## config.mk

```make
export PLATFORM = sky130hd
export DESIGN_NAME = sample_mem_arbiter
export DESIGN_NICKNAME = d
export VERILOG_FILES = /design/src/rtl/sample_mem_arbiter.sv
export SDC_FILE = /design/constraint.sdc
export NUM_CORES = 1
export LEC_CHECK = 0
export BUFFER_PORTS_ARGS = -buffer_cell sky130_fd_sc_hd__buf_4
export CORE_MARGIN = 2
export CORE_UTILIZATION = 43
export CTS_CLUSTER_SIZE = 16
export DETAILED_ROUTE_END_ITERATION = 8
export GPL_TIMING_DRIVEN = 0
export PLACE_DENSITY = 0.75
export SKIP_CTS_REPAIR_TIMING = 1
export SYNTH_ARGS = -nofsm -noshare
export SYNTH_HDL_FRONTEND = slang
export SYNTH_SLANG_ARGS = --single-unit
```

## constraint.sdc

```tcl
create_clock -name clk -period 1.6 [get_ports clk]
set_input_delay 0.24 -clock clk [delete_from_list [all_inputs] [get_ports clk]]
set_output_delay 0.24 -clock clk [all_outputs]
set_load 0.01 [all_outputs]
```

## src/rtl/sample_mem_arbiter.sv

```systemverilog
// sample_mem_arbiter
//   Shares one single-port synchronous sample RAM (the delay/echo line)
//   between the effect write path (port 0) and the tap-read path (port 1).
//   Ownership is round-robin with a burst limit. The RAM command is
//   registered. A tag travels with every read so the returning data can be
//   steered to the port that asked for it.
//
// Ports
//   clk, reset_n          effect-domain clock, asynchronous active-low reset
//   req0/we0/addr0/wdata0 port 0 request. Held stable until accepted.
//   gnt0                  port 0 grant. req0 & gnt0 at a rising edge = beat accepted.
//   rvalid0/rdata0        port 0 read return: one-cycle pulse, data from mem_rdata
//   req1 ... rdata1       the same set of signals for port 1
//   mem_en/mem_we         RAM enable / write enable
//   mem_addr/mem_wdata    RAM address / write data
//   mem_rdata             RAM read data, valid one cycle after a read command
//
// Beat timeline for a beat accepted at edge E:
//   E   : capture stage loads the beat
//   E+1 : command register presents the beat to the RAM
//   E+2 : RAM data appears and the tagged rvalid pulse is raised
module sample_mem_arbiter #(
  parameter int addr_width = 15,
  parameter int d_width    = 16,
  parameter int max_burst  = 4
) (
  input  logic                  clk,
  input  logic                  reset_n,

  input  logic                  req0,
  input  logic                  we0,
  input  logic [addr_width-1:0] addr0,
  input  logic [d_width-1:0]    wdata0,
  output logic                  gnt0,
  output logic                  rvalid0,
  output logic [d_width-1:0]    rdata0,

  input  logic                  req1,
  input  logic                  we1,
  input  logic [addr_width-1:0] addr1,
  input  logic [d_width-1:0]    wdata1,
  output logic                  gnt1,
  output logic                  rvalid1,
  output logic [d_width-1:0]    rdata1,

  output logic                  mem_en,
  output logic                  mem_we,
  output logic [addr_width-1:0] mem_addr,
  output logic [d_width-1:0]    mem_wdata,
  input  logic [d_width-1:0]    mem_rdata
);

  localparam int cnt_w = $clog2(max_burst) + 1;
  localparam logic [cnt_w-1:0] burst_limit = cnt_w'(max_burst);

  typedef enum logic [1:0] {
    IDLE = 2'd0,
    OWN0 = 2'd1,
    OWN1 = 2'd2
  } state_t;

  state_t           state, state_nxt;
  logic [cnt_w-1:0] burst_cnt, burst_cnt_nxt, cnt_inc;
  logic             last_owner, last_owner_nxt;

  logic             acc0, acc1, acc_any;

  // Capture stage: the beat accepted at the most recent edge.
  logic                  beat_valid;
  logic                  beat_we;
  logic                  beat_tag;
  logic [addr_width-1:0] beat_addr;
  logic [d_width-1:0]    beat_wdata;

  // Read tag that travels alongside the command register.
  logic                  cmd_rd;
  logic                  cmd_tag;

  // The state itself is a register, so the grants are registered too.
  assign gnt0 = (state == OWN0);
  assign gnt1 = (state == OWN1);

  assign acc0    = gnt0 & req0;
  assign acc1    = gnt1 & req1;
  assign acc_any = acc0 | acc1;

  assign cnt_inc = burst_cnt + cnt_w'(1);

  // Next-state and burst bookkeeping.
  // A burst of max_burst beats hands ownership to the other port only if
  // that port is requesting. Otherwise the owner keeps going with a new
  // burst. Dropping req always ends ownership, even on the limit beat.
  // last_owner records the port that most recently gave up ownership, so
  // a tie seen in IDLE goes to the other port.
  always_comb begin
    state_nxt      = state;
    burst_cnt_nxt  = burst_cnt;
    last_owner_nxt = last_owner;
    case (state)
      IDLE: begin
        burst_cnt_nxt = '0;
        if (req0 && req1) begin
          state_nxt = last_owner ? OWN0 : OWN1;
        end else if (req0) begin
          state_nxt = OWN0;
        end else if (req1) begin
          state_nxt = OWN1;
        end
      end
      OWN0: begin
        if (!req0) begin
          state_nxt      = req1 ? OWN1 : IDLE;
          burst_cnt_nxt  = '0;
          last_owner_nxt = 1'b0;
        end else if (cnt_inc == burst_limit) begin
          burst_cnt_nxt = '0;
          if (req1) begin
            state_nxt      = OWN1;
            last_owner_nxt = 1'b0;
          end
        end else begin
          burst_cnt_nxt = cnt_inc;
        end
      end
      OWN1: begin
        if (!req1) begin
          state_nxt      = req0 ? OWN0 : IDLE;
          burst_cnt_nxt  = '0;
          last_owner_nxt = 1'b1;
        end else if (cnt_inc == burst_limit) begin
          burst_cnt_nxt = '0;
          if (req0) begin
            state_nxt      = OWN0;
            last_owner_nxt = 1'b1;
          end
        end else begin
          burst_cnt_nxt = cnt_inc;
        end
      end
      default: begin
        state_nxt     = IDLE;
        burst_cnt_nxt = '0;
      end
    endcase
  end

  // Arbitration state. last_owner resets to 1 so port 0 wins the first tie.
  always_ff @(posedge clk or negedge reset_n) begin
    if (!reset_n) begin
      state      <= IDLE;
      burst_cnt  <= '0;
      last_owner <= 1'b1;
    end else begin
      state      <= state_nxt;
      burst_cnt  <= burst_cnt_nxt;
      last_owner <= last_owner_nxt;
    end
  end

  // Capture the accepted beat. The payload is held when no beat is accepted.
  always_ff @(posedge clk or negedge reset_n) begin
    if (!reset_n) begin
      beat_valid <= 1'b0;
      beat_we    <= 1'b0;
      beat_tag   <= 1'b0;
      beat_addr  <= '0;
      beat_wdata <= '0;
    end else begin
      beat_valid <= acc_any;
      if (acc_any) begin
        beat_we    <= acc1 ? we1    : we0;
        beat_tag   <= acc1;
        beat_addr  <= acc1 ? addr1  : addr0;
        beat_wdata <= acc1 ? wdata1 : wdata0;
      end
    end
  end

  // Registered RAM command. Address and data keep their last values on
  // idle cycles, so the RAM pins only change when a real beat is issued.
  always_ff @(posedge clk or negedge reset_n) begin
    if (!reset_n) begin
      mem_en    <= 1'b0;
      mem_we    <= 1'b0;
      mem_addr  <= '0;
      mem_wdata <= '0;
      cmd_rd    <= 1'b0;
      cmd_tag   <= 1'b0;
    end else begin
      mem_en  <= beat_valid;
      mem_we  <= beat_valid & beat_we;
      cmd_rd  <= beat_valid & ~beat_we;
      cmd_tag <= beat_tag;
      if (beat_valid) begin
        mem_addr  <= beat_addr;
        mem_wdata <= beat_wdata;
      end
    end
  end

  // Read return: the RAM answers one cycle after the command. The tag picks
  // the port that receives the pulse. Reset drops any read still in flight.
  always_ff @(posedge clk or negedge reset_n) begin
    if (!reset_n) begin
      rvalid0 <= 1'b0;
      rvalid1 <= 1'b0;
    end else begin
      rvalid0 <= cmd_rd & ~cmd_tag;
      rvalid1 <= cmd_rd &  cmd_tag;
    end
  end

  assign rdata0 = mem_rdata;
  assign rdata1 = mem_rdata;

endmodule

```

=== Word-level counts from Yosys, hierarchy flattened ===
Index checks and enable logic that the tools add are counted.

* Flip-flop bits (word level): 77
* Word-level logic and storage cells: 64
* Input port bits: 84
* Output and inout port bits: 69

* Eq/ne operators: 7
* Add/sub/neg operators: 1
* Mux-type cells: 26
* Reductions and logical operators: 5
* Bitwise gates (word level): 9

{| class="wikitable"
|+ Operators with widths
! kind !! count
|-
| $mux W2 || 10
|-
| $mux W16 || 1
|-
| $mux W15 || 1
|-
| $mux W3 || 3
|-
| $ne A3 B2 Y1 const B || 3
|-
| $mux W1 || 8
|-
| $and A1 B1 Y1 || 6
|-
| $pmux W2 S3 || 1
|-
| $pmux W3 S2 || 1
|-
| $reduce_and A5 Y1 || 1
|-
| $add A3 B1 Y3 const B || 1
|-
| $eq A3 B3 Y1 const B || 1
|-
| $ne A3 B3 Y1 const B || 1
|-
| $reduce_and A3 Y1 || 1
|-
| $eq A2 B1 Y1 const B || 1
|-
| $eq A2 B2 Y1 const B || 1
|-
| $logic_not A2 Y1 || 1
|-
| $not A1 Y1 || 2
|-
| $pmux W1 S2 || 1
|-
| $reduce_bool A2 Y1 || 1
|-
| $logic_and A1 B1 Y1 || 1
|-
| $or A1 B1 Y1 || 1
|}

=== Longest topological paths before layout ===
* Depth after elaboration: 5
* Mapped depth: 7
* Depth with buffers taken out: 6

=== Worst setup path before layout ===
OpenSTA, ideal clock, no wires.

* Path kind: reg-to-reg
* From: register state[0]
* To: register last_owner
* Stages on the path, launching flop included: 7
* Setup slack: -0.092 ns
* Required time: 1.515 ns
* Arrival: 1.608 ns
* Setup time: 0.085 ns
* Path through: dfrtp_1 inv_1 ha_1 nand2_2 o221a_1 o21ai_1 mux2_1

* Word-level cells in the longest chain between the ends: 3
* Elaborated cells on any way between the ends: 9

{| class="wikitable"
|+ RTL lines
! element !! RTL line !! text
|-
| start: declaration || 62 || <nowiki>state_t state, state_nxt;</nowiki>
|-
| start signal: assignment || 154 || <nowiki>state <= state_nxt;</nowiki>
|-
| $eq A2 B2 Y1 (*) || - ||
|-
| named net gnt1 || 42 || <nowiki>output logic gnt1,</nowiki>
|-
| $ne A3 B2 Y1 (no source line) (tied with other cells) || - ||
|-
| $reduce_and A5 Y1 (no source line) || - ||
|-
| end signal: assignment || 156 || <nowiki>last_owner <= last_owner_nxt;</nowiki>
|-
| end: declaration || 64 || <nowiki>logic last_owner, last_owner_nxt;</nowiki>
|}

The timed path passes the listed nets; every way through them passes the cells marked *.
A chain may end at the register's enable or synchronous reset.

=== Worst setup path in the final report ===
* From: register state[0]
* To: register last_owner

* Word-level cells in the longest chain between the ends: 3
* Elaborated cells on any way between the ends: 9

{| class="wikitable"
|+ RTL lines
! element !! RTL line !! text
|-
| $eq A2 B1 Y1 or $eq A2 B2 Y1 (tied branches) || 99 || <nowiki>case (state)</nowiki>
|-
| $ne A3 B2 Y1 (no source line) (tied with other cells) || - ||
|-
| $reduce_and A5 Y1 (no source line) || - ||
|}

Several ways; a longest one is shown, not always the timed one.

==> metrics.md <==
| Metric | Value |
|---|---|
| Outcome | finished, final reports clean |
| Critical path required time | 1.86 ns |
| Reg clk slew, reported paths | 0.07 ns |
| Unrepaired setup endpoints after global routing | yes |
| Part of the cycle the worst path needs | between 90% and 100% |
| Number of setup violations in the final report | 0 |
| Remaining number of nets flagged by the antenna check after routing | 0 |
| Syn_area_per_cell | 11.9 sq um |
| Primary FF master, synth | dfrtp_1 |
| Shortest clock period the worst path allows after layout | ~1.6 ns |
| Share of layout cells above drive strength 1 | 54.0% |
| Worst Max-Slew Pin Slew | ~0.94 ns |
| Vertical extent of the die | roughly 95 um |
| Final weighted congestion in routability-driven placement | 0.738 |
| Number of global-route vias before repair | 2638 |
| VDD IR max | 0.702 mV |
| Worst Setup Slack post-DPL | -0.153 ns |
| Number of unique standard cell types used by synthesis | 28 |
| Number of synthesized register bits | 77 |
| Site row count | 33 |
| Overflow left after global routing | 0 |
| Path type of the worst min-delay path | in -> async |
| Starting density of the core | about 44% |
| P&R area growth vs syn | 41.8% |
| Number of max-slew violations in the final report | 0 |
| Endpoint class of the critical path | flop |
| Root Buffer | clkbuf_8 |
| Critical path's slowest cell | dfrtp_2 |
| Cell type contributing the most total cell area after synthesis | dfrtp_1 |
| PnR worst setup slack | 0.00722 ns |
| Area contributors post-synth | dfrtp_1 54%, mux2_2 9.9%, mux2i_1 9.1%, buf_4 7.4%, nand2_1 4.2% |
| Smallest hold slack | 0.0500 ns |
| Total vias in the final route | about 2.6k |
| Wirelength per Cell | 13.6 um |
| Startpoint type of the worst setup path | flop |
| Worst path bufs/invs | 1 |
| Critical register-to-register path startpoint | state[0] |
| Pin count of the biggest net entering global routing | 78 |
| Area of all placed cells without fillers | 5000 sq um |
| Most frequent standard cell in the layout excluding fill and tap cells | buf_4 |
| Fin. Hold Viols | 0 |
| Max capacitance violation total | 0 |
| Die outline width | between 90 and 100 um |
| Remaining max-slew budget at the tightest pin | 37.6% |
| Number of buffers added by the clock tree synthesis step | 9 |
| Core Util, Final | 61.8% |
| Pre-antenna DRT Iters | 4 |
| Area after DPL | around 4700 sq um |
| Signal arrival time at the worst endpoint | 1.85 ns |
| Total routing usage reported by global routing | 17.7% |
| CTS tree | yes |
| Die area | 8940 sq um |
| Initial antenna violation count | 0 |
| Post-Syn Instances | roughly 300 |
| Worst setup path start | state[0] |
| Number of vias per cell | ~4.7 |
| EDFF count, synth | 0 |
| Count of synthesis-stage warnings from yosys | 0 |
| Number of fill cells | 701 |
| Kind of cell with the highest combined delay on the critical path | flip-flops |
| Setup clock skew after layout | 0.00551 ns |
| Leakage power of the design | 2.72 nW |
| Number of DRC markers after the initial detailed-route iteration | 71 |
| Maximum fanout count along the critical path | 7 |
| Final-stage net count | 543 |
| Wire length reported by the detailed router | between 7 and 8 mm |
| Proportion of synthesized chip area in sequential cells | 54.7% |
| Series of cell instances along the critical path | inv_2, ha_4, nand2_8, o221a_1, o21ai_1, mux2_1 |
| Count of buffers inserted at the top-level ports | 134 |
| Top cell type's share of synthesized area | 53.9% |
| I/O pin total | 153 |
| Ant. Diodes | 0 |
| Clk_lat worst skew | 0.33 ns |
| Leading cell types in the layout, fill and taps excluded | 179 x buf_4, 75 x dfrtp_1, 39 x nand2_1 |
| Wire length of the first global-routing pass | 12.2 mm |
| Syn Std Cell Area | 3530 sq um |
| Post-synthesis net count | roughly 390 |
| Achievable Freq | between 0.6 and 0.7 GHz |
| Largest stage delay on the critical path | 0.47 ns |
| Share of flip-flops with an asynchronous set or reset after synthesis | 100% |
| Number of design rule violations left after detail routing | 0 |
| H-tree Lvls | 3 |
| Bufs on Longest Clock Path | 2 |
| Number of sinks on the clock net | 77 |
| Total power draw | 0.00805 W |
| PwrDens | around 1600 nW/um^2 |
| Type of the worst setup path | reg -> reg |
| Std-Cell Core Area | about 8100 sq um |
| Estimated wirelength of the detail-placed design | roughly 5.6 mm |
==> cell families (layout without fill, tap and decap cells) <==
logic type | after synthesis | after routing | synth area share (%)
AO/OA/AOI/OAI | 43 | 43 | 7.38
adder cells (fa/ha/maj) | 7 | 7 | 2.48
buffers and inverters | 54 | 214 | 10.1
flip-flops | 77 | 77 | 54.7
multiplexers | 64 | 64 | 19.3
AND/OR/NAND/NOR | 52 | 52 | 6.03
==> worst register-to-register path, delay by kind of cell (launching register included) <==
family                   cells  cell delay [ns]
flip-flops                   1             0.47
multiplexers                 1             0.33
AO/OA/AOI/OAI                2             0.33
adder cells (fa/ha/maj)      1             0.20
buffers and inverters        1             0.10
AND/OR/NAND/NOR              1             0.09
==> metal layers <==
metal,global-route usage [%],wire (um)
met2,31.3,3910
met3,3.83,476
met1,21.8,3170
met5,0,0
met4,5.43,60
==> through the flow <==
step	setup TNS [ns]	std cells
after floorplan	0	297
after global placement	-1.95	536
after detailed placement	-3.36	536
after CTS	-4.03	552
after global routing	-0.248	562
final	0	562
==> path summary, 6_finish.rpt <==
| kind | endpoint | slack (ns) | depth (start not counted) |
|---|---|---|---|
| max | last_owner | 0.007 | 6 |
| min | beat_wdata[14] | 0.05 | 1 |
| max reg2reg | last_owner | 0.007 | 6 |
| min reg2reg | mem_en | 0.38 | 0 |
| max in group asynchronous | state[0] | 0.90 | 1 |
| min in group clk | beat_wdata[7] | 0.18 | 3 |
==> registers in the layout, indices dropped and copies added, names as in the netlist <==
name / flops
beat_addr: 15
beat_tag: 1
beat_valid: 1
beat_wdata: 16
beat_we: 1
burst_cnt: 3
cmd_rd: 1
cmd_tag: 1
last_owner: 1
mem_addr: 15
mem_en: 1
mem_wdata: 16
mem_we: 1
rvalid0: 1
rvalid1: 1
state: 2
==> where the power goes <==
| part | internal [W] | total (W) | switching (W) |
|---|---|---|---|
| clock network | 0.000760 | 0.00142 | 0.000658 |
| logic | 0.00184 | 0.00335 | 0.00151 |
| registers | 0.00282 | 0.00328 | 0.000463 |
==> area by class of cell <==
type / count / area, sq um / share of cell area [%]
Clock inverter: 4 / 47.5 / 0.951
Clock buffer: 12 / 145 / 2.90
Inverter: 6 / 22.5 / 0.450
Sequential cell: 77 / 1930 / 38.6
Tap cell: 105 / 131 / 2.63
Buffer: 48 / 360 / 7.21
Multi-Input combinational cell: 166 / 1280 / 25.6
Timing Repair Buffer: 144 / 1080 / 21.7
==> synth_stat cells, types with 2 or more instances <==
master,count
and2_1,2
and3_1,2
buf_2,7
buf_4,35
buf_6,2
clkbuf_1,4
dfrtp_1,76
ha_1,7
inv_1,5
mux2_2,31
mux2i_1,32
nand2_1,39
nor2_1,6
nor2b_1,2
o21ai_0,25
o21ai_1,10
(Power assumes the default switching activity.)
